[config.mk]
export PLATFORM = sky130hd
export DESIGN_NAME = ext_int_ctrl
export DESIGN_NICKNAME = d
export VERILOG_FILES = /design/src/rtl/ext_int_ctrl.sv
export SDC_FILE = /design/constraint.sdc
export NUM_CORES = 1
export LEC_CHECK = 0
export BUFFER_PORTS_ARGS = -buffer_cell sky130_fd_sc_hd__buf_2
export CORE_ASPECT_RATIO = 0.9
export CORE_MARGIN = 2
export CORE_UTILIZATION = 50
export DETAILED_ROUTE_END_ITERATION = 7
export GPL_TIMING_DRIVEN = 1
export PLACE_DENSITY = 0.76
export SLEW_MARGIN = 20
export SYNTH_ARGS = -nofsm -noshare
export SYNTH_HDL_FRONTEND = slang
export SYNTH_SLANG_ARGS = --single-unit
[constraint.sdc]
create_clock -name clk -period 12.6 [get_ports clk]
set_clock_uncertainty 0.1 [all_clocks]
set_input_delay 1.89 -clock clk [delete_from_list [all_inputs] [get_ports clk]]
set_output_delay 1.89 -clock clk [all_outputs]
set_load 0.005 [all_outputs]
[src/rtl/ext_int_ctrl.sv]
// ext_int_ctrl: machine-level external interrupt controller.
// Merges NUM_SRC asynchronous peripheral interrupt lines into a single
// machine_external_interrupt request. Each source has a two-flop
// synchroniser, a level/edge gateway, an enable bit and a priority. The
// highest-priority eligible source is presented through a claim/complete
// register on the data-memory bus.
//
// Ports:
//   clk                        system clock
//   rst                        asynchronous active-low reset
//   irq_src[NUM_SRC]           raw interrupt lines (asynchronous)
//   cfg_re / cfg_we            one-cycle register read / write strobes
//   cfg_adr[6]                 word address
//   cfg_wdata[32]              write data
//   cfg_rdata[32]              registered read data, held until next read
//   machine_external_interrupt registered interrupt request to the core
module ext_int_ctrl #(
    parameter int unsigned NUM_SRC = 8,
    parameter int unsigned PRIO_W  = 3
) (
    input  logic               clk,
    input  logic               rst,
    input  logic [NUM_SRC-1:0] irq_src,
    input  logic               cfg_re,
    input  logic               cfg_we,
    input  logic [5:0]         cfg_adr,
    input  logic [31:0]        cfg_wdata,
    output logic [31:0]        cfg_rdata,
    output logic               machine_external_interrupt
);

    localparam int unsigned ID_W = 5;

    localparam logic [5:0] ADR_ENABLE    = 6'd0;
    localparam logic [5:0] ADR_MODE      = 6'd1;
    localparam logic [5:0] ADR_PENDING   = 6'd2;
    localparam logic [5:0] ADR_THRESHOLD = 6'd3;
    localparam logic [5:0] ADR_CLAIM     = 6'd4;
    localparam int unsigned ADR_PRIO_BASE = 8;

    logic [NUM_SRC-1:0] enable_r;
    logic [NUM_SRC-1:0] mode_r;
    logic [NUM_SRC-1:0] pending_r;
    logic [NUM_SRC-1:0] in_service_r;
    logic [NUM_SRC-1:0] sync1, sync2, sync3;
    logic [PRIO_W-1:0]  threshold_r;
    logic [PRIO_W-1:0]  prio_r [NUM_SRC];

    logic [ID_W-1:0]    best_id, arb_id;
    logic [PRIO_W-1:0]  best_prio, arb_prio;

    logic [NUM_SRC-1:0] eligible;
    logic [NUM_SRC-1:0] claim_hit;
    logic [NUM_SRC-1:0] complete_hit;
    logic               claim_rd;
    logic               claim_valid;
    logic [31:0]        rd_mux;

    // Eligibility and priority arbitration; strict '>' keeps the lowest ID on ties.
    always_comb begin
        arb_id   = '0;
        arb_prio = '0;
        for (int unsigned i = 0; i < NUM_SRC; i++) begin
            eligible[i] = pending_r[i] & enable_r[i] & ~in_service_r[i] & (prio_r[i] != '0);
            if (eligible[i] && (prio_r[i] > arb_prio)) begin
                arb_id   = ID_W'(i + 1);
                arb_prio = prio_r[i];
            end
        end
    end

    // A claim is only honoured if the registered best_id is still eligible
    // now; this masks a stale best_id on back-to-back claims.
    always_comb begin
        claim_rd = cfg_re & ~cfg_we & (cfg_adr == ADR_CLAIM);
        for (int unsigned i = 0; i < NUM_SRC; i++) begin
            claim_hit[i]    = claim_rd & (best_id == ID_W'(i + 1)) & eligible[i];
            complete_hit[i] = cfg_we & (cfg_adr == ADR_CLAIM) & (cfg_wdata[5:0] == 6'(i + 1));
        end
        claim_valid = |claim_hit;
    end

    always_comb begin
        rd_mux = '0;
        case (cfg_adr)
            ADR_ENABLE:    rd_mux = 32'(enable_r);
            ADR_MODE:      rd_mux = 32'(mode_r);
            ADR_PENDING:   rd_mux = 32'(pending_r);
            ADR_THRESHOLD: rd_mux = 32'(threshold_r);
            ADR_CLAIM:     rd_mux = claim_valid ? 32'(best_id) : '0;
            default: begin
                for (int unsigned i = 0; i < NUM_SRC; i++) begin
                    if (cfg_adr == 6'(ADR_PRIO_BASE + i)) rd_mux = 32'(prio_r[i]);
                end
            end
        endcase
    end

    always_ff @(posedge clk or negedge rst) begin
        if (!rst) begin
            enable_r     <= '0;
            mode_r       <= '0;
            pending_r    <= '0;
            in_service_r <= '0;
            sync1        <= '0;
            sync2        <= '0;
            sync3        <= '0;
            threshold_r  <= '0;
            for (int unsigned i = 0; i < NUM_SRC; i++) prio_r[i] <= '0;
            best_id      <= '0;
            best_prio    <= '0;
            cfg_rdata    <= '0;
            machine_external_interrupt <= 1'b0;
        end else begin
            sync1 <= irq_src;
            sync2 <= sync1;
            sync3 <= sync2;

            if (cfg_we) begin
                case (cfg_adr)
                    ADR_ENABLE:    enable_r    <= cfg_wdata[NUM_SRC-1:0];
                    ADR_MODE:      mode_r      <= cfg_wdata[NUM_SRC-1:0];
                    ADR_THRESHOLD: threshold_r <= cfg_wdata[PRIO_W-1:0];
                    default: begin
                        for (int unsigned i = 0; i < NUM_SRC; i++) begin
                            if (cfg_adr == 6'(ADR_PRIO_BASE + i)) prio_r[i] <= cfg_wdata[PRIO_W-1:0];
                        end
                    end
                endcase
            end

            // Gateway: an edge arriving with its own claim survives; in level
            // mode the claim wins over the still-high line.
            for (int unsigned i = 0; i < NUM_SRC; i++) begin
                if (mode_r[i] && sync2[i] && !sync3[i])
                    pending_r[i] <= 1'b1;
                else if (claim_hit[i])
                    pending_r[i] <= 1'b0;
                else if (!mode_r[i] && sync2[i] && !in_service_r[i])
                    pending_r[i] <= 1'b1;

                if (claim_hit[i])
                    in_service_r[i] <= 1'b1;
                else if (complete_hit[i])
                    in_service_r[i] <= 1'b0;
            end

            best_id   <= arb_id;
            best_prio <= arb_prio;
            machine_external_interrupt <= (arb_id != '0) && (arb_prio > threshold_r);

            if (cfg_re) cfg_rdata <= cfg_we ? '0 : rd_mux;
        end
    end

endmodule

Word-level counts from Yosys, hierarchy flattened --
Index checks and enable logic that the tools add are counted.
Operators by class: divide/modulo/power cells 0, equality and inequality tests 28, shift operators 0, mux-type cells 67, reduce and logical (&&, ||, !) cells 104, multipliers 0, add/sub/neg operators 0, bitwise gates (word level) 61, $lt $le $gt $ge 9
Operators with widths (count):
- 32-bit two-way mux | 8
- 32-bit one-hot mux with 5 select lines | 1
- 6-bit by 4-bit equality test with 1-bit output, second input constant | 9
- 1-bit AND | 51
- 3-bit nonzero test | 16
- 1-bit logical AND | 41
- 1-bit two-way mux | 41
- 5-bit two-way mux | 7
- 6-bit by 3-bit equality test with 1-bit output, second input constant | 5
- 3-bit two-way mux | 9
- 6-bit by 2-bit equality test with 1-bit output, second input constant | 4
- 3-bit > comparator | 8
- 1-bit zero test | 24
- 3-bit AND reduction | 8
- 5-bit by 3-bit equality test with 1-bit output, second input constant | 4
- 2-bit nonzero test | 8
- 6-bit by 1-bit equality test with 1-bit output, second input constant | 2
- 5-bit by 2-bit equality test with 1-bit output, second input constant | 2
- 1-bit NOT | 10
- 8-bit OR reduction | 1
- 6-bit zero test | 1
- 2-bit AND reduction | 3
- 5-bit by 1-bit equality test with 1-bit output, second input constant | 1
- 5-bit by 4-bit equality test with 1-bit output, second input constant | 1
- other kinds (4) | 4
Storage, ports and cells: logic and storage cells 302, RAM bits 0, bits in read-only memories 0, memories 0, latch bits 0, flip-flop bits (word level) 121

Longest topological paths before layout --
depth after elaboration 28, mapped depth 56, gate-level depth less buffers 54

Worst setup path before layout --
No wires, ideal clock.
path kind register to register, start register pending_r[0], end register machine_external_interrupt, buffers on the path 2, path slack 2.408 ns, stages on the path, launching flop included 52, setup time 0.124 ns, arrival 9.968 ns, required time 12.376 ns, path through dfrtp_1 -> nand2_1 -> nor2_1 -> nand2_1 -> ha_1 -> nor2b_1 -> o21a_1 -> o211ai_4 -> mux2_4 -> ha_1 -> nor2b_1 -> o21a_1 -> o211ai_1 -> mux2i_1 -> inv_1 -> ha_1 -> nor2_1 -> nor2_1 -> (+16 left out) -> mux2_2 -> ha_1 -> nor2b_1 -> o21a_1 -> o211ai_1 -> clkbuf_1 -> mux2_2 -> ha_1 -> a21o_1 -> a21oi_1 -> nor2_1 -> clkbuf_1 -> o31ai_1 -> ha_1 -> nor2b_1 -> o21a_1 -> o21ai_0 -> a21oi_1
On the way: cells in the longest elaborated chain, start to end 28, elaborated cells between the ends (all ways) 37, those cells by class 8 x order compare; 16 x mux; 3 x bitwise; 10 x reduce/logical
RTL lines:
- start, declared | line 43 | logic [NUM_SRC-1:0] pending_r;
- start signal, assigned | line 103 | pending_r <= '0;
- start signal, assigned by index | line 136 | pending_r[i] <= 1'b1;
- start signal, assigned by index | line 138 | pending_r[i] <= 1'b0;
- 1-bit AND (*) (3 in series) | line 64 | eligible[i] = pending_r[i] & enable_r[i] & ~in_service_r[i] & (prio_r[i] != '0);
- 1-bit logical AND (*) | line 65 | if (eligible[i] && (prio_r[i] > arb_prio)) begin
- 3-bit two-way mux (*) | line 65
- 3-bit > comparator | line 65
- 1-bit logical AND | line 65
- 3-bit two-way mux (*) | line 65
- 3-bit > comparator | line 65
- 1-bit logical AND | line 65
- (+11 left out)
- 1-bit logical AND | line 65
- 3-bit two-way mux | line 65
- 3-bit > comparator | line 65
- 1-bit logical AND | line 65
- 5-bit two-way mux (*) | line 65
- net arb_id[3] | line 49 | logic [ID_W-1:0] best_id, arb_id;
- 5-bit nonzero test (*) | line 150 | machine_external_interrupt <= (arb_id != '0) && (arb_prio > threshold_r);
- 1-bit logical AND (*) | line 150
- end signal, assigned | line 150
- end, declared | line 29 | output logic machine_external_interrupt
Mark *: on every way through the listed nets, which the timed path passes. The rest lies on a longest branch. A chain may end at the register's enable or synchronous reset.

Final worst setup path --
start register pending_r[0], end register machine_external_interrupt
On the way: cells in the longest elaborated chain, start to end 28, elaborated cells between the ends (all ways) 37, those cells by class 8 x order compare; 16 x mux; 3 x bitwise; 10 x reduce/logical
RTL lines (line):
- 1-bit AND (*) (3 in series) | 64
- 1-bit logical AND (*) | 65
- 3-bit two-way mux | 65
- 3-bit > comparator | 65
- 1-bit logical AND | 65
- 3-bit two-way mux | 65
- 3-bit > comparator | 65
- 1-bit logical AND | 65
- (+10 left out)
- 3-bit > comparator | 65
- 1-bit logical AND | 65
- 3-bit two-way mux | 65
- 3-bit > comparator | 65
- 1-bit logical AND | 65
- 3-bit two-way mux / 5-bit two-way mux (equally long branches) | 65
- 3-bit > comparator / 5-bit nonzero test (equally long branches) | 150
- 1-bit logical AND (*) | 150
Every way passes the cells marked *; elsewhere a longest branch is shown, timed or not.

==> results.ini <==
[power]
p_leak_uw = 0.00275
p_per_area_nw_per_um2 = 156
vdd_ir_drop_max_v = 0.0000896

[logic_synthesis]
synth_top_area_share_pct = 45.6
ys_warn_count = 0
synthCells = 536
syn_area_per_cell_um2 = 9.84
synth-seq-area-share_pct = 45.6
synth_edf_count = 0
synth_seq_cells = 96
synth_largest_area_cell = dfrtp_1
ys.flop_type = dfrtp_1
synth.distinct_cells = 61
synthArstFlopShare_pct = 100
synth_area_um2 = 5270
ys_top_cells_by_area = dfrtp_1 (46%), mux2_2 (7.3%), nand2_1 (4.3%), ha_1 (4.3%), buf_4 (3.4%)

[layout]
diodes = 0
final_area_um2 = 5830
multiInputGateArea_um2 = 2610
fill_cells = 876
ff_latch_area_um2 = 2400
area_growth_pct = 10.6
fin_cells = 707
drive_above_1_share_pct = 18.5
num-nets-final = 641

[route]
drt_iter0_drc = 280
via_per_inst = 6.07
antenna_left = 0
dr.pass1.iters = 5
routed_wl_um = 13500
wl_per_cell_um = 19.0
num_vias = 4291
wl_met2_um = 6290
top_layer_used = met4
wl_met1_um = 5870
wl_met3_um = 970
drc = 0

[timing]
finalCritPeriodShare_pct = 90.5
setup_viol = 0
tightestPinTransition_ps = 1120
fmax_mhz = 87.7
min_period_ps = 11410
setup_tns_ps = 0
finalHoldViolations = 0
slew_viol_final = 0
rsz0062_at_grt = false
relSlewSlack_pct = 24.8
whs_ps = 250

[clocking]
clkSlewWorstSetupHoldPaths_ps = 70
htree_num_levels = 3
clock_latency_ps = 350
cts_tree = built
clk_path_buf_depth = 2
cts_buffers = 9
cts_sinks = 96
clockRootBuffer = clkbuf_16

[floorplanning]
initial_core_util_pct = 51.5
die_area_um2 = 11400
die_w_um = 112
boundaryPins = 83
die_h_um = 101
core_um2 = 10200
rows = 35

[placed_design]
dpl_cell_area_um2 = 5490
port_buffers = 34
dpl.hpwl_um = 9640
placedCellCount = 688
gp_congestion = 0.977

[global_route]
antenna_found_initial = 0
grt_first_pass_wirelength_um = 21400
grt_util_all_layers_pct = 24.3
grt_max_degree = 71
overflow = 0
grt_pass1_vias = 4125

[flow_run]
cap_viol_max_count = 0

[critical_path]
cp_data_required_time_ps = 12720
cp_slowest_cell = nor2_1
critPathKind = register to register
crit_path_max_fanout = 12
critPathArrivalTime_ps = 11520
critPathMaxStageDelay_ps = 610
end_kind = register
start_kind = register
cp_common_cell = ha_1

[min_path]
hp-class = register to register

[outcome]
status = finished clean

[per-stage QoR]
| step | util (%) | setup WS (ps) | total power, uW |
|---|---|---|---|
| 2_1_floorplan | - | 2410 | 548 |
| 3_3_place_gp | 53.5 | 1280 | 598 |
| 3_5_place_dp | 53.5 | 1020 | 609 |
| 4_1_cts | 56.7 | 914 | 904 |
| 5_1_grt | 56.9 | 462 | 955 |
| 6_report | 56.9 | 1190 | 908 |
[synth_stat cells, drive strengths merged, types with 3 or more instances]
cell	instances
a21o	5
a21oi	18
a221oi	5
a22o	13
a22oi	3
and2	3
and3	6
and3b	3
buf	24
clkbuf	13
dfrtp	96
ha	18
inv	32
mux2	36
mux2i	4
nand2	61
nand2b	7
nand3	19
nand4	4
nor2	42
nor2b	10
nor3	17
o211a	3
o211ai	5
o21a	6
o21ai	33
o22ai	11
o31a	4
o31ai	4
[flip-flops by register name (all words and copies together), names as in the netlist]
register / cells
prio_r: 24
best_id: 4
mode_r: 8
enable_r: 8
machine_external_interrupt: 1
sync3: 8
sync2: 8
in_service_r: 8
pending_r: 8
cfg_rdata: 8
sync1: 8
threshold_r: 3
[power breakdown]
part | internal, uW | switching, uW | leakage, uW
logic | 107 | 133 | 0.00141
registers | 340 | 36.2 | 0.00118
clock network | 165 | 129 | 0.000156
[layout by cell type, fill, tap and decap left out, types with 5 or more instances in the layout]
cell       netlist  routed
nor3_1          16      16
o22ai_1         11      11
inv_1           32      32
nand3_1         19      19
nor2_1          42      42
nand2b_1         7       7
nor2b_1         10      10
and3_1           6       6
a21oi_1         18      18
dfrtp_1         96      96
conb_1           1      24
buf_4           24       7
mux2_2          34      34
a21o_1           5       5
clkbuf_16        0       9
buf_2            0      33
a22o_1          13      13
o21ai_0         33      33
nand2_1         61      61
ha_1            18      18
o21a_1           6       6
[worst paths after layout]
| path | end | cells past startpoint | slack [ps] | startpoint |
|---|---|---|---|---|
| worst max register to register | machine_external_interrupt$_DFF_PN0_ | 51 | 1190 | pending_r[0]$_DFFE_PN0P_ |
| max in group asynchronous | enable_r[2]$_DFFE_PN0P_ | 2 | 9860 | rst |
| worst min-delay path | sync2[3]$_DFF_PN0_ | 0 | 250 | sync1[3]$_DFF_PN0_ |
| min in group asynchronous | prio_r[13]$_DFFE_PN0P_ | 1 | 1350 | rst |
| worst max-delay path | machine_external_interrupt$_DFF_PN0_ | 51 | 1190 | pending_r[0]$_DFFE_PN0P_ |
| worst min register to register | sync2[3]$_DFF_PN0_ | 0 | 250 | sync1[3]$_DFF_PN0_ |
[layout make-up]
type,count,share of cell area [%]
clock buffers,10,4.10
clock inverters,6,1.46
inverters,32,2.06
multi-input cells,394,44.7
flip-flops and latches,96,41.2
well taps,129,2.77
repair buffers,40,3.73
[metal layers]
metal | vias up | global-route usage (%)
li1 | 1958 | -
met1 | 2120 | 33.5
met2 | 187 | 39.3
met3 | 26 | 4.55
met4 | 0 | 7.97
met5 | - | 0
[critical path: cells and delay by family, from the launching register on]
kind	cells	cell delay, ps
AND/OR/NAND/NOR	18	2820
AO/OA/AOI/OAI	17	3600
flip-flops	1	380
multiplexers	4	1460
buffers and inverters	3	330
adder cells (fa/ha/maj)	9	2570
[cells by family after synthesis]
logic type / after synthesis / share of synthesized area (%)
fa+ha+maj: 19 / 4.49
flops: 96 / 45.6
mux: 42 / 9.52
buf+inv: 69 / 6.62
simple gates: 183 / 16.6
compound gates: 126 / 17.1
other cells: 1 / 0.0711
[repair_timing]
action / in CTS / in global routing
resized for setup: 0 / 0
setup buffers: 0 / 3
hold buffers: 0 / 0
setup endpoints to repair: 0 / 1
Note: power is estimated with default switching activity, not from simulation.
